File: src/rtl/branch_pkg.sv
// Shared types for the branch resolution slice: the in-flight branch record,
// the controller state encoding and the fixed instruction size.
package branch_pkg;

    localparam int unsigned INSTR_BYTES = 4;

    typedef struct packed {
        logic [31:0] PC;
        logic        pred;
        logic [31:0] addr;
    } br_rec_t;

    typedef enum logic {
        RUN,
        FLUSH
    } state_t;

endpackage

File: src/rtl/br_fifo.sv
// In-order FIFO of predicted-branch records. Clear empties it in one cycle and
// takes priority over any same-cycle push or pop.
module br_fifo
    import branch_pkg::*;
#(
    parameter int unsigned DEPTH = 4
) (
    input  logic                     clk,
    input  logic                     reset,
    input  logic                     clear,
    input  logic                     push,
    input  logic                     pop,
    input  br_rec_t                  wdata,
    output br_rec_t                  head,
    output logic [$clog2(DEPTH):0]   count
);

    localparam int unsigned AW = $clog2(DEPTH);
    localparam logic [AW:0] FULL_CNT = (AW+1)'(DEPTH);

    br_rec_t         mem_q [DEPTH];
    logic [AW-1:0]   wr_ptr_q, rd_ptr_q;
    logic [AW:0]     count_q, count_d;
    logic            do_push, do_pop;

    always_comb begin
        do_push = push && (count_q != FULL_CNT);
        do_pop  = pop && (count_q != '0);
        count_d = count_q;
        case ({do_push, do_pop})
            2'b10:   count_d = count_q + 1'b1;
            2'b01:   count_d = count_q - 1'b1;
            default: count_d = count_q;
        endcase
    end

    always_ff @(posedge clk) begin
        if (do_push && !clear) begin
            mem_q[wr_ptr_q] <= wdata;
        end
    end

    // Pointers are AW bits wide, so wrap-around modulo DEPTH is implicit.
    always_ff @(posedge clk) begin
        if (reset || clear) begin
            wr_ptr_q <= '0;
            rd_ptr_q <= '0;
            count_q  <= '0;
        end else begin
            if (do_push) wr_ptr_q <= wr_ptr_q + 1'b1;
            if (do_pop)  rd_ptr_q <= rd_ptr_q + 1'b1;
            count_q <= count_d;
        end
    end

    assign head  = mem_q[rd_ptr_q];
    assign count = count_q;

endmodule

File: src/rtl/branch_resolve_ctrl.sv
// Tracks predicted branches in order, checks each resolution against its
// prediction, and issues a one-cycle flush/redirect plus predictor training.
module branch_resolve_ctrl
    import branch_pkg::*;
#(
    parameter int unsigned DEPTH = 4
) (
    input  logic        clk,
    input  logic        reset,
    input  logic        push_valid,
    output logic        push_ready,
    input  logic [31:0] push_PC,
    input  logic        push_pred,
    input  logic [31:0] push_addr,
    input  logic        res_valid,
    input  logic [31:0] res_PC,
    input  logic        res_taken,
    input  logic [31:0] res_addr,
    input  logic        flush_in,
    output logic        flush,
    output logic [31:0] redirect_addr,
    output logic        upd_valid,
    output logic        upd_taken,
    output logic        err,
    output logic [31:0] cnt_branch,
    output logic [31:0] cnt_mispred
);

    localparam int unsigned CW = $clog2(DEPTH) + 1;
    localparam logic [CW-1:0] FULL_CNT = CW'(DEPTH);

    state_t        state_q;
    logic          flush_q, upd_valid_q, upd_taken_q, err_q;
    logic [31:0]   redirect_q, cnt_branch_q, cnt_mispred_q;

    br_rec_t       head, wrec;
    logic [CW-1:0] count;
    logic          res_ok, res_bad, mispred, push_fire;
    logic          fifo_clear, fifo_push, fifo_pop;

    always_comb begin
        push_ready = (state_q == RUN) && (count < FULL_CNT);
        push_fire  = push_valid && push_ready;
        res_ok     = res_valid && (count != '0) && (res_PC == head.PC);
        res_bad    = res_valid && !res_ok;
        mispred    = res_ok && ((head.pred != res_taken) ||
                                (head.pred && res_taken && (head.addr != res_addr)));
        fifo_clear = flush_in || mispred;
        fifo_push  = push_fire && !fifo_clear;
        fifo_pop   = res_ok && !fifo_clear;
        wrec       = '{PC: push_PC, pred: push_pred, addr: push_addr};
    end

    br_fifo #(.DEPTH(DEPTH)) u_fifo (
        .clk   (clk),
        .reset (reset),
        .clear (fifo_clear),
        .push  (fifo_push),
        .pop   (fifo_pop),
        .wdata (wrec),
        .head  (head),
        .count (count)
    );

    // External flush discards the resolve entirely, so neither err nor the
    // counters may move in that cycle.
    always_ff @(posedge clk) begin
        if (reset) begin
            state_q       <= RUN;
            flush_q       <= 1'b0;
            redirect_q    <= '0;
            upd_valid_q   <= 1'b0;
            upd_taken_q   <= 1'b0;
            err_q         <= 1'b0;
            cnt_branch_q  <= '0;
            cnt_mispred_q <= '0;
        end else if (flush_in) begin
            state_q     <= RUN;
            flush_q     <= 1'b0;
            redirect_q  <= '0;
            upd_valid_q <= 1'b0;
            upd_taken_q <= 1'b0;
        end else begin
            state_q     <= mispred ? FLUSH : RUN;
            flush_q     <= mispred;
            redirect_q  <= !mispred ? '0 :
                           (res_taken ? res_addr : res_PC + 32'(INSTR_BYTES));
            upd_valid_q <= res_ok;
            upd_taken_q <= res_ok && res_taken;
            if (res_bad) err_q <= 1'b1;
            if (res_ok && (cnt_branch_q != '1))  cnt_branch_q  <= cnt_branch_q + 1'b1;
            if (mispred && (cnt_mispred_q != '1)) cnt_mispred_q <= cnt_mispred_q + 1'b1;
        end
    end

    assign flush         = flush_q;
    assign redirect_addr = redirect_q;
    assign upd_valid     = upd_valid_q;
    assign upd_taken     = upd_taken_q;
    assign err           = err_q;
    assign cnt_branch    = cnt_branch_q;
    assign cnt_mispred   = cnt_mispred_q;

endmodule
File: config.mk
export PLATFORM = sky130hd
export DESIGN_NAME = branch_resolve_ctrl
export DESIGN_NICKNAME = d
export VERILOG_FILES = /design/src/rtl/branch_pkg.sv /design/src/rtl/br_fifo.sv /design/src/rtl/branch_resolve_ctrl.sv
export SDC_FILE = /design/constraint.sdc
export NUM_CORES = 1
export LEC_CHECK = 0
export CORE_MARGIN = 5
export CORE_UTILIZATION = 54
export DETAILED_ROUTE_END_ITERATION = 8
export GPL_TIMING_DRIVEN = 0
export PLACE_DENSITY = 0.8
export SLEW_MARGIN = 20
export SYNTH_ARGS = -nofsm -noshare
export SYNTH_HDL_FRONTEND = slang
export SYNTH_HIERARCHICAL = 1
export SYNTH_SLANG_ARGS = --single-unit
File: constraint.sdc
create_clock -name clk -period 10.55 [get_ports clk]
set_input_delay 2.11 -clock clk [delete_from_list [all_inputs] [get_ports clk]]
set_output_delay 2.11 -clock clk [all_outputs]
set_load 0.02 [all_outputs]
==> reports/qor.yml <==
status: "completed"
tightest_slew_ns: 0.9821
cts.repair_timing.setup_buffer_count: 0
grt_max_degree: 15
synthFlopType: "edfxtp_1"
cap_violations: 0
globalRoute.totalOverflow: 0
synth_common_cells: "edfxtp_1, dfxtp_1, nor2_1, xnor2_1, mux4_2"
path_cells: "clkdlybuf4s50_1, xnor2_1, nand4_1, nor4_1, a21boi_1, nor2_1, clkbuf_1, o21ai_0, nor2_1, o31ai_4, nor3b_2, buf_4, buf_6, buf_4, buf_4"
max_freq_ghz: 0.1439
via_per_inst: 5.966
syn_area_per_cell_um2: 14.02
synth_area_um2: 15780
timing.final.crit_share_pct: 65.85
nNetsFinal: 1582
p_leak_nw: 6.399
tns_ns: 0
die_y_um: 181.0
grt_first_pass_wirelength_mm: 64.01
cts_tree: "yes"
setup_viol: 0
start_util_pct: 54.84
ys_ff_latch: 369
areaGrowthSynthToFinish_pct: 27.23
critPathKind: "input pin to register"
cp.required_ns: 10.79
gp_congestion: 0.8875
yosysUniqueCellTypes: 53
synth-compound-area-share_pct: 3.932
synth_edf_count: 260
hold_class: "register to register"
maxSlewHeadroom_pct: 34.53
drcViolationCount: 0
rsz0062_at_grt: "false"
synth-xor-area-share_pct: 6.144
cts_buffer_depth: 3
cts_sinks: 369
synth_mux_area_share_pct: 11.20
synth-adder-area-share_pct: 0.8403
drv_slew: 0
arrival_ns: 7.19
fin_skew_ns: 0.02330
dp.cells: 1781
dpl.hpwl_mm: 31.16
ctsResizeCount: 0
synth.area.top_cells: "edfxtp_1, dfxtp_1, mux4_2"
holdWs_ns: 0.5019
fp.dieW_um: 181.0
wirelength_mm: 41.78
synthArstFlopShare_pct: 0
slowest_delay_ns: 0.61
yosys.area_share.simple_pct: 12.36
ctsHtreeMaxLevel: 2
synth_cells: 1126
worstPathMaxFanout: 10
routedWlPerCell_um: 22.46
drt-initial-drc-count: 1037
crit_buf_inv: 6
dr.pass1.iters: 6
pin_count: 236
path_common_cell: "buf_4"
ir_drop_mv: 0.1915
synth_top_area_share_pct: 49.47
fin_cells: 1860
cpMaxStageDelayCell: "nor3b_2"
rows: 62
antenna_found_initial: 13
ant_nets: 0
grt_usage_pct: 24.98
die_area_um2: 32750
critPathLaunchType: "input pin"
clockRootBuffer: "clkbuf_16"
clk_pin_slew_ns: 0.06
synth_top_family_by_area: "simple AND/OR/NAND/NOR gates"
hold_viol_final: 0
coreArea_um2: 28780
period_minus_slack_ns: 6.947
vias: 11100
reg2reg_setup_slack_ns: 4.31
synth_top_cell_by_area: "edfxtp_1"
drive_above_1_share_pct: 13.23
power_density_nw_per_um2: 147.2
fin_util_pct: 69.77
total_power_mw: 2.956
first_global_vias: 10920
numCtsBuffers: 38
seq_area_frac_synth_pct: 63.29
synth_warnings: 6
hold_buffers: 0
syn_nets: 1271
end_kind: "register"
port_buffers: 235
crit_family: "simple AND/OR/NAND/NOR gates"
yosysMostFrequentCell: "edfxtp_1"
worstSkewPairLatency_ns: 0.53
[per-stage QoR]
step	setup slack (ns)	area [um^2]
3_3_place_gp	-4.201	18620
5_1_grt	3.463	20080
3_5_place_dp	3.298	18930
2_1_floorplan	1.403	15780
6_report	3.603	20080
4_1_cts	3.789	20060
[registers in the layout, indices dropped and copies added, names as in the netlist, named ones only]
signal	count
upd_valid	1
u_fifo/count	3
err	1
u_fifo/wr_ptr_q	2
u_fifo/mem_q	260
u_fifo/rd_ptr_q	2
redirect_addr	32
cnt_branch	32
cnt_mispred	32
upd_taken	1
state_q	1
[final cells by class]
| type | instances | area [um^2] |
|---|---|---|
| Multi-Input combinational cell | 692 | 5461 |
| Inverter | 15 | 56.30 |
| Sequential cell | 369 | 9990 |
| Clock buffer | 53 | 1050 |
| Timing Repair Buffer | 271 | 2645 |
| Tap cell | 384 | 480.5 |
| Buffer | 50 | 295.3 |
| Clock inverter | 16 | 77.57 |
| Fill cell | 1922 | 8700 |
| Antenna cell | 10 | 25.02 |
[worst min-delay path, cell delays in order, from the launching register on]
cell	delay, ns
dfxtp_1	0.32
o21ai_0	0.07
a21oi_1	0.06
[metal layers]
layer	track usage, %	up-vias	wire (um)
met3	6.656	102	4232
met5	0	-	57
met4	8.196	10	1319
met2	40.47	578	20060
met1	33.24	5452	16120
li1	-	4954	-
[power by group]
group | total (mW) | switching (mW) | internal (mW)
sequential | 1.56 | 0.00293 | 1.56
clock | 1.23 | 0.534 | 0.696
combinational | 0.164 | 0.0836 | 0.0805
[cells in the final DEF (no fill, tap or decap), types with 7 or more instances in the layout]
master and n:
nor4_1 21, buf_4 31, xor2_1 15, inv_1 15, nand3_1 45, clkdlybuf4s50_1 235, and2_1 7, a21oi_1 52
edfxtp_1 260, mux2i_1 18, buf_6 7, mux2_2 11, o31ai_1 9, nor3_1 13, clkbuf_1 43, nor2b_1 12
mux4_2 65, buf_2 11, ha_1 9, or4_1 13, nor2_1 97, nand2_1 53, and4_1 8, o21ai_0 30
nand4_1 43, or3_1 30, xnor2_1 92, clkinv_1 8, clkbuf_16 40, diode_2 10, dfxtp_1 109, and3_1 17
[cells by family (layout without fill, tap and decap cells)]
group / Yosys count / after routing
adders and majority gates: 10 / 10
xor gates and xnor gates: 109 / 109
DFF: 369 / 369
AOI/OAI and AO/OA: 106 / 106
buffers and inverters: 65 / 405
other: 0 / 10
and+or+nand+nor: 373 / 373
muxes: 94 / 94
[worst paths after layout]
path | to | from | cells past startpoint
worst min-delay path | cnt_branch[15] | cnt_branch[15] | 2
worst min register to register | cnt_branch[15] | cnt_branch[15] | 2
worst max register to register | u_fifo/mem_q[2][6] | register | 17
worst max-delay path | u_fifo/mem_q[2][6] | res_addr[24] | 15
Power figures use the tool's default switching activity.
